`src/rtl/serial_digit_adder_pkg.sv`:
```
// Shared types and helpers for the multi-cycle digit-serial adder/subtractor.
package serial_digit_adder_pkg;

    typedef enum logic [1:0] {
        IDLE = 2'd0,
        RUN  = 2'd1,
        DONE = 2'd2
    } state_e;

    // A one-digit configuration still needs a 1-bit index register.
    function automatic int idx_width(input int num_digits);
        return (num_digits <= 2) ? 1 : $clog2(num_digits);
    endfunction

endpackage

```
`src/rtl/serial_digit_adder_digit_adder.sv`:
```
// Half-adder cell and the combinational DIGIT-bit ripple adder built from it.
module half_adder (
    input  logic a_i,
    input  logic b_i,
    output logic s_o,
    output logic c_o
);
    assign s_o = a_i ^ b_i;
    assign c_o = a_i & b_i;
endmodule

module digit_adder #(
    parameter int DIGIT = 4
) (
    input  logic [DIGIT-1:0] a_d,
    input  logic [DIGIT-1:0] b_d,
    input  logic             c_in,
    output logic [DIGIT-1:0] s_d,
    output logic             c_out,
    output logic             c_msb_in
);
    logic [DIGIT:0]   carry;
    logic [DIGIT-1:0] prop;
    logic [DIGIT-1:0] gen_ab;
    logic [DIGIT-1:0] gen_pc;

    assign carry[0] = c_in;

    // Full adder per bit: two half adders, carries merged with OR.
    for (genvar i = 0; i < DIGIT; i++) begin : g_bit
        half_adder u_ha_ab (
            .a_i (a_d[i]),
            .b_i (b_d[i]),
            .s_o (prop[i]),
            .c_o (gen_ab[i])
        );
        half_adder u_ha_pc (
            .a_i (prop[i]),
            .b_i (carry[i]),
            .s_o (s_d[i]),
            .c_o (gen_pc[i])
        );
        assign carry[i+1] = gen_ab[i] | gen_pc[i];
    end

    assign c_out    = carry[DIGIT];
    assign c_msb_in = carry[DIGIT-1];
endmodule

```
`src/rtl/serial_digit_adder.sv`:
```
// Multi-cycle adder/subtractor: WIDTH-bit operands summed DIGIT bits per clock
// with a registered carry, wrapped in input and output valid/ready handshakes.
module serial_digit_adder
    import serial_digit_adder_pkg::*;
#(
    parameter int WIDTH = 16,
    parameter int DIGIT = 4
) (
    input  logic             clk,
    input  logic             reset,
    input  logic             in_valid,
    output logic             in_ready,
    input  logic [WIDTH-1:0] a,
    input  logic [WIDTH-1:0] b,
    input  logic             sub,
    output logic             out_valid,
    input  logic             out_ready,
    output logic [WIDTH-1:0] sum,
    output logic             c_out,
    output logic             ovf
);
    localparam int DIGIT_SAFE = (DIGIT < 1) ? 1 : DIGIT;
    localparam int NUM_DIGITS = WIDTH / DIGIT_SAFE;
    localparam int IDX_W      = idx_width(NUM_DIGITS);
    localparam logic [IDX_W-1:0] LAST_IDX = IDX_W'(NUM_DIGITS - 1);

    if ((DIGIT < 1) || ((WIDTH % DIGIT_SAFE) != 0)) begin : g_param_check
        $error("serial_digit_adder: DIGIT must be >= 1 and divide WIDTH");
    end

    state_e           state_q, state_d;
    logic [WIDTH-1:0] a_q, a_d;
    logic [WIDTH-1:0] b_q, b_d;
    logic [WIDTH-1:0] sum_q, sum_d;
    logic             carry_q, carry_d;
    logic             c_out_q, c_out_d;
    logic             ovf_q, ovf_d;
    logic [IDX_W-1:0] idx_q, idx_d;

    logic [DIGIT-1:0] a_dig;
    logic [DIGIT-1:0] b_dig;
    logic [DIGIT-1:0] s_dig;
    logic             dig_c_out;
    logic             dig_c_msb;

    assign a_dig = a_q[idx_q*DIGIT +: DIGIT];
    assign b_dig = b_q[idx_q*DIGIT +: DIGIT];

    digit_adder #(
        .DIGIT (DIGIT)
    ) u_digit_adder (
        .a_d      (a_dig),
        .b_d      (b_dig),
        .c_in     (carry_q),
        .s_d      (s_dig),
        .c_out    (dig_c_out),
        .c_msb_in (dig_c_msb)
    );

    always_comb begin
        state_d = state_q;
        a_d     = a_q;
        b_d     = b_q;
        sum_d   = sum_q;
        carry_d = carry_q;
        c_out_d = c_out_q;
        ovf_d   = ovf_q;
        idx_d   = idx_q;

        case (state_q)
            IDLE: begin
                if (in_valid) begin
                    // Subtraction is a + ~b + 1: invert b here, inject the +1 as carry-in.
                    a_d     = a;
                    b_d     = b ^ {WIDTH{sub}};
                    carry_d = sub;
                    idx_d   = '0;
                    sum_d   = '0;
                    c_out_d = 1'b0;
                    ovf_d   = 1'b0;
                    state_d = RUN;
                end
            end
            RUN: begin
                sum_d[idx_q*DIGIT +: DIGIT] = s_dig;
                carry_d = dig_c_out;
                if (idx_q == LAST_IDX) begin
                    c_out_d = dig_c_out;
                    ovf_d   = dig_c_msb ^ dig_c_out;
                    idx_d   = '0;
                    state_d = DONE;
                end else begin
                    idx_d = idx_q + 1'b1;
                end
            end
            DONE: begin
                if (out_ready) begin
                    state_d = IDLE;
                end
            end
            default: begin
                state_d = IDLE;
            end
        endcase
    end

    always_ff @(posedge clk or posedge reset) begin
        if (reset) begin
            state_q <= IDLE;
            a_q     <= '0;
            b_q     <= '0;
            sum_q   <= '0;
            carry_q <= 1'b0;
            c_out_q <= 1'b0;
            ovf_q   <= 1'b0;
            idx_q   <= '0;
        end else begin
            state_q <= state_d;
            a_q     <= a_d;
            b_q     <= b_d;
            sum_q   <= sum_d;
            carry_q <= carry_d;
            c_out_q <= c_out_d;
            ovf_q   <= ovf_d;
            idx_q   <= idx_d;
        end
    end

    // Handshake flags decode straight from the state register.
    assign in_ready  = (state_q == IDLE);
    assign out_valid = (state_q == DONE);
    assign sum       = sum_q;
    assign c_out     = c_out_q;
    assign ovf       = ovf_q;

endmodule

```
`config.mk`:
```
export PLATFORM = sky130hd
export DESIGN_NAME = serial_digit_adder
export DESIGN_NICKNAME = d
export VERILOG_FILES = /design/src/rtl/serial_digit_adder_pkg.sv /design/src/rtl/serial_digit_adder_digit_adder.sv /design/src/rtl/serial_digit_adder.sv
export SDC_FILE = /design/constraint.sdc
export NUM_CORES = 1
export LEC_CHECK = 0
export BUFFER_PORTS_ARGS = -buffer_cell sky130_fd_sc_hd__buf_2
export CAP_MARGIN = 20
export CORE_ASPECT_RATIO = 0.6
export CORE_MARGIN = 2
export CORE_UTILIZATION = 55
export DETAILED_ROUTE_END_ITERATION = 8
export PLACE_DENSITY = 0.8
export SLEW_MARGIN = 20
export SYNTH_ARGS = -nofsm -noshare
export SYNTH_HDL_FRONTEND = slang
export SYNTH_HIERARCHICAL = 1
export SYNTH_SLANG_ARGS = --single-unit
```
`constraint.sdc`:
```
create_clock -name clk -period 5.5 [get_ports clk]
set_input_delay 1.1 -clock clk [delete_from_list [all_inputs] [get_ports clk]]
set_output_delay 1.1 -clock clk [all_outputs]
set_load 0.05 [all_outputs]
```
Word-level counts from Yosys, hierarchy flattened
Index checks and enable logic that the tools add are counted.
- bits in registers: 55
- output and inout port bits: 20
- input port bits: 37
- add/subtract/negate cells: 2
- bitwise gates (word level): 22
- multiplexer cells: 17
- shift-type cells: 4
- reduce and logical (&&, ||, !) cells: 6
- eq/ne operators: 6
- operators with widths (operator ; count):
    4-bit negator with 34-bit output ; 1
    4-bit by 34-bit variable shift with 16-bit output, first input constant ; 1
    4-bit by 34-bit indexed part select with 16-bit output ; 1
    16-bit case mux with 2 select lines ; 1
    16-bit by 5-bit indexed part select with 4-bit output ; 2
    16-bit bitwise mux ; 1
    16-bit two-way mux ; 1
    16-bit bitwise XOR ; 1
    2-bit two-way mux ; 5
    1-bit bitwise XOR ; 9
    1-bit AND ; 8
    1-bit case mux with 2 select lines ; 3
    2-bit case mux with 3 select lines ; 1
    3-bit AND reduction ; 2
    2-bit equality test, second input constant ; 2
    1-bit two-way mux ; 4
    2-bit inequality test, second input constant ; 2
    1-bit OR ; 4
    2-bit case mux with 2 select lines ; 1
    2-bit AND reduction ; 2
    2-bit by 1-bit adder with 2-bit output, second input constant ; 1
    2-bit by 1-bit equality test with 1-bit output, second input constant ; 1
    2-bit zero test ; 1
    2-bit by 1-bit inequality test with 1-bit output, second input constant ; 1
    2-bit nonzero test ; 1

Logic depth before layout (Yosys ltp)
- depth after elaboration: 13
- mapped depth: 13
- depth with buffers taken out: 12

By module
The synthesis kept the hierarchy.
- by module, submodules not included (module ; sequential area each (µm²) ; cells each ; times used ; area an instance (µm²)):
    serial_digit_adder ; 1376.3 ; 233 ; 1 ; 2565.0
    half_adder ; 0.0 ; 1 ; 8 ; 12.5
    digit_adder ; 0.0 ; 4 ; 1 ; 25.0

Least setup slack after synthesis
No wires, ideal clock.
- path kind: reg-to-reg
- start: register idx_q[0]
- end: register c_out_q, in the netlist c_out
- path slack: 2.032 ns
- data arrival time: 3.347 ns
- clock period less this slack: 3.468 ns
- cell stages (with the launch flop): 13
- library setup time: 0.122 ns
- path through: dfrtp_1 -> buf_4 -> mux4_2 -> ha_1 -> ha_1 -> or2_1 -> ha_1 -> or2_1 -> ha_1 -> or2_1 -> ha_1 -> or2_1 -> a32o_1
- longest elaborated chain between the ends: 12
- elaborated cells between the ends (all ways): 23
- classes of those cells: eq/ne (2); shift (2); mux (2); bitwise (16); reduce/logical (1)
- RTL lines (element ; RTL line ; RTL):
    start, declared ; serial_digit_adder.sv:38 ; logic [IDX_W-1:0] idx_q, idx_d;
    start signal, assigned ; serial_digit_adder.sv:125 ; idx_q <= idx_d;
    16-bit by 5-bit indexed part select with 4-bit output ; serial_digit_adder.sv:46 ; assign a_dig = a_q[idx_q*DIGIT +: DIGIT];
    net a_dig[0] ; serial_digit_adder.sv:40 ; logic [DIGIT-1:0] a_dig;
    1-bit bitwise XOR ; serial_digit_adder_digit_adder.sv:8 ; assign s_o = a_i ^ b_i;
    net u_digit_adder.prop[0] ; serial_digit_adder_digit_adder.sv:23 ; logic [DIGIT-1:0] prop;
    1-bit AND ; serial_digit_adder_digit_adder.sv:9 ; assign c_o = a_i & b_i;
    net u_digit_adder.gen_pc[0] ; serial_digit_adder_digit_adder.sv:25 ; logic [DIGIT-1:0] gen_pc;
    1-bit OR ; serial_digit_adder_digit_adder.sv:43 ; assign carry[i+1] = gen_ab[i] | gen_pc[i];
    net u_digit_adder.carry[1] ; serial_digit_adder_digit_adder.sv:22 ; logic [DIGIT:0] carry;
    [1 not listed] ; n/a ;
    net u_digit_adder.gen_pc[1] ; serial_digit_adder_digit_adder.sv:25 ;
    [1 not listed] ; n/a ;
    net u_digit_adder.carry[2] ; serial_digit_adder_digit_adder.sv:22 ;
    [1 not listed] ; n/a ;
    net u_digit_adder.gen_pc[2] ; serial_digit_adder_digit_adder.sv:25 ;
    1-bit OR ; serial_digit_adder_digit_adder.sv:43 ;
    net dig_c_msb ; serial_digit_adder.sv:44 ; logic dig_c_msb;
    1-bit AND ; serial_digit_adder_digit_adder.sv:9 ;
    net u_digit_adder.gen_pc[3] ; serial_digit_adder_digit_adder.sv:25 ;
    1-bit OR ; serial_digit_adder_digit_adder.sv:43 ;
    net dig_c_out ; serial_digit_adder.sv:43 ; logic dig_c_out;
    1-bit two-way mux ; serial_digit_adder.sv:87 ; if (idx_q == LAST_IDX) begin
    1-bit case mux with 2 select lines ; serial_digit_adder.sv:70 ; case (state_q)
    end signal, assigned ; serial_digit_adder.sv:123 ; c_out_q <= c_out_d;
    end, declared ; serial_digit_adder.sv:36 ; logic c_out_q, c_out_d;
The timed path passes the listed nets, and every way through them passes these cells. The select of a mux whose other input is x is not followed.
A chain may end at the register's enable or synchronous reset.

Final worst setup path
- start: register idx_q[0]
- end: register ovf_q, in the netlist ovf
- longest elaborated chain between the ends: 13
- elaborated cells between the ends (all ways): 24
- classes of those cells: eq/ne (2); shift (2); mux (2); bitwise (17); reduce/logical (1)
- RTL lines (element ; RTL line ; RTL):
    16-bit by 5-bit indexed part select with 4-bit output ; serial_digit_adder.sv:46 ;
    net a_dig[0] ; serial_digit_adder.sv:40 ;
    1-bit bitwise XOR ; serial_digit_adder_digit_adder.sv:8 ;
    net u_digit_adder.prop[0] ; serial_digit_adder_digit_adder.sv:23 ;
    1-bit AND ; serial_digit_adder_digit_adder.sv:9 ;
    net u_digit_adder.gen_pc[0] ; serial_digit_adder_digit_adder.sv:25 ;
    1-bit OR ; serial_digit_adder_digit_adder.sv:43 ;
    net u_digit_adder.carry[1] ; serial_digit_adder_digit_adder.sv:22 ;
    [1 not listed] ; n/a ;
    net u_digit_adder.gen_pc[1] ; serial_digit_adder_digit_adder.sv:25 ;
    [1 not listed] ; n/a ;
    net u_digit_adder.carry[2] ; serial_digit_adder_digit_adder.sv:22 ;
    [1 not listed] ; n/a ;
    net u_digit_adder.gen_pc[2] ; serial_digit_adder_digit_adder.sv:25 ;
    [1 not listed] ; n/a ;
    net dig_c_msb ; serial_digit_adder.sv:44 ;
    1-bit AND ; serial_digit_adder_digit_adder.sv:9 ;
    net u_digit_adder.gen_pc[3] ; serial_digit_adder_digit_adder.sv:25 ;
    1-bit OR ; serial_digit_adder_digit_adder.sv:43 ;
    net dig_c_out ; serial_digit_adder.sv:43 ;
    1-bit bitwise XOR ; serial_digit_adder.sv:89 ; ovf_d = dig_c_msb ^ dig_c_out;
    1-bit two-way mux ; serial_digit_adder.sv:87 ;
    1-bit case mux with 2 select lines ; serial_digit_adder.sv:70 ;
    end signal, assigned ; serial_digit_adder.sv:124 ; ovf_q <= ovf_d;
    end, declared ; serial_digit_adder.sv:37 ; logic ovf_q, ovf_d;
The timed path passes the listed nets, and every way through them passes these cells. The select of a mux whose other input is x is not followed.

==> metrics <==
status completed; Post-CTS Setup Inserts 0; setup violators final 0; final wirelength 5406 um; via count 1,926; hpwl dp 3927 um; fin cells 361; top cell type by total area after synthesis dfrtp_1; layout cells sized above 1 0.2617; first-pass GRT wire length ~9000 um; Top FF cell, synth dfrtp_1; number of synthesized flops with an enable pin 0; R2R Setup Slk 1670 ps; post-synth top area share 0.5116; drc violations 0; CTS tree done; Cells after Synth ~250; cts hold-fix bufs 0; fin nets about 350; vias per std cell 5.335; Reg2Reg Depth 12; Resized cells post-CTS 0; DRT Pass-1 Iters 4; CP Class register to register; Clock Latency Late Sink roughly 310 ps; gpl congestion 0.8313; largest cells by area after synthesis dfrtp_1, nand2_1, mux4_2; clock root buffer clkbuf_8; WP data required 5690 ps; Pleak 0.001609 uW; Max-cap violations 0; Max Buffers Root-to-Sink 2; Starting Density 0.5803; Arr. time, crit path 4020 ps; hold path depth 2; CTS Sinks 55; Synth Register Bits 55; Worst VDD drop approximately 0.30 mV; Layout area overhead 15.67%; critical path peak fanout 17; max incr delay on CP 840 ps; PD cells approximately 670 nW/um2; crit path time final 3830 ps; Levels on crit path 12; WP buf/inv 0; Die Outline Area 5485 um2; # IOs 57; HP Class register to register; Seq/Total Area, Yosys 0.5116; Fin. Hold Viols 0; num rows 19; Port Buf Inserts between 50 and 60; Yosys warnings 6; CTS Buf Count 5; final slew viol count 0; Final period util 0.6964; clock slew at reported path FFs 100 ps; syn_area_per_cell 10.98 um2; depth of the CTS H-tree 2; post-synth cell types 30; largest net degree at the start of global routing 56; ys async rst share 1.000; Mapped Nets 296; CP startpoint kind register; Syn Std Cell Area 2690 um2; RSZ-0062 raised after global routing false; vias in the first global route 1,815; Peak Freq approximately 260 MHz; WL/cell 14.98 um; CP dominant cell by count ha_1; Total Routing Usage GR 0.2171; dpl cells around 350; clk_skew 11.83 ps; Ant. Diodes 0; core area 4636 um2; CP top delay family adder cells; slowest CP cell dfrtp_1; antenna-violating nets left 0; relative slew slack 0.5032; Die Ht between 50 and 60 um; Die Width around 94 um; worst-margin pin slew 745.1 ps; Iter 0 DRT Violations ~100; antenna violations before repair 0; worst-path cell chain mux4_2 -> ha_1 -> ha_1 -> or2_1 -> ha_1 -> or2_1 -> ha_1 -> or2_1 -> ha_1 -> or2_1 -> xnor2_1 -> o2bb2ai_1; final setup TNS 0 ps; gr ovfl total 0; critical path endpoint category register
[path summary, 6_finish.rpt]
path,to,start
worst max-delay path,ovf,idx_q[0]
worst min-delay path,a_q[10],a_q[10]
worst max register to register,ovf,idx_q[0]
worst min register to register,a_q[10],a_q[10]
max in group asynchronous,sum[2],reset
min in group asynchronous,a_q[13],reset
[worst reg2reg max path, stage by stage, from the launching register on]
cell and delay [ps]:
dfrtp_1 840, mux4_2 600, ha_1 320, ha_1 190
or2_1 220, ha_1 170, or2_1 220, ha_1 170
or2_1 260, ha_1 190, or2_1 270, xnor2_1 190
o2bb2ai_1 90
[per-stage QoR]
stage	power, uW	area, um2	worst slack [ps]	hold WS, ps	utilization
floorplan	1522	2690	2032	440.3	-
global placement	1768	2994	1784	453.0	0.6459
detailed placement	1807	2994	1666	464.4	0.6459
CTS	2086	3112	1640	489.6	0.6713
global route	2230	3112	1448	515.8	0.6713
finish	2078	3112	1670	487.1	0.6713
[sequential cells by signal (all words and copies together) (netlist names)]
signal and count:
a_q 16, b_q 16, c_out 1, carry_q 1, idx_q 2, ovf 1
state_q 2, sum 16
[layer usage]
layer | GRT usage | part of all wire | vias to the layer above
met5 | 0 | 0 | -
met4 | 0.03727 | 0.0057 | 0
met3 | 0.05202 | 0.080 | 5
met2 | 0.2929 | 0.40 | 72
met1 | 0.3606 | 0.51 | 908
li1 | - | - | 941
[layout make-up]
| class | instances | area, um2 |
|---|---|---|
| Fill cell | 378 | 1524 |
| Sequential cell | 55 | 1376 |
| Multi-Input combinational cell | 173 | 1229 |
| Timing Repair Buffer | 58 | 295.3 |
| Clock buffer | 6 | 82.58 |
| Tap cell | 63 | 78.83 |
| Clock inverter | 2 | 35.03 |
| Inverter | 4 | 15.01 |
[synth_stat cells, drive strengths merged, types with 3 or more instances]
cell type,number
or2,4
nand2b,3
dfrtp,55
ha,14
a22o,15
inv,4
nand2,72
a21o,4
buf,11
mux4,8
xnor2,17
o21ai,17
[cell families (layout without fill, tap and decap cells)]
kind of cell             after synthesis  count (layout)  synth area share
flip-flops                            55              55            0.5116
buffers and inverters                 17              70           0.03163
AND/OR/NAND/NOR                       91              91            0.1567
multiplexers                           8               8           0.06698
adder cells (fa/ha/maj)               14              14           0.06512
XOR/XNOR                              17              17           0.05535
AO/OA/AOI/OAI                         43              43            0.1126
[where the power goes]
group,switching (uW),internal [uW]
clock network,128,147
logic,657,417
registers,152,576
total,938,1140
[layout by cell type, fill, tap and decap left out, types with 2 or more instances in the layout]
cell type	n
nand2_1	72
buf_2	56
dfrtp_1	55
xnor2_1	17
a22o_1	15
o21ai_1	15
ha_1	14
mux4_2	8
clkbuf_8	6
a21o_1	4
or2_1	4
inv_1	3
nand2b_1	3
o31ai_1	2
a32o_1	2
nand3_1	2
o21ai_0	2
and4_1	2
buf_4	2
Power figures use the tool's default switching activity.
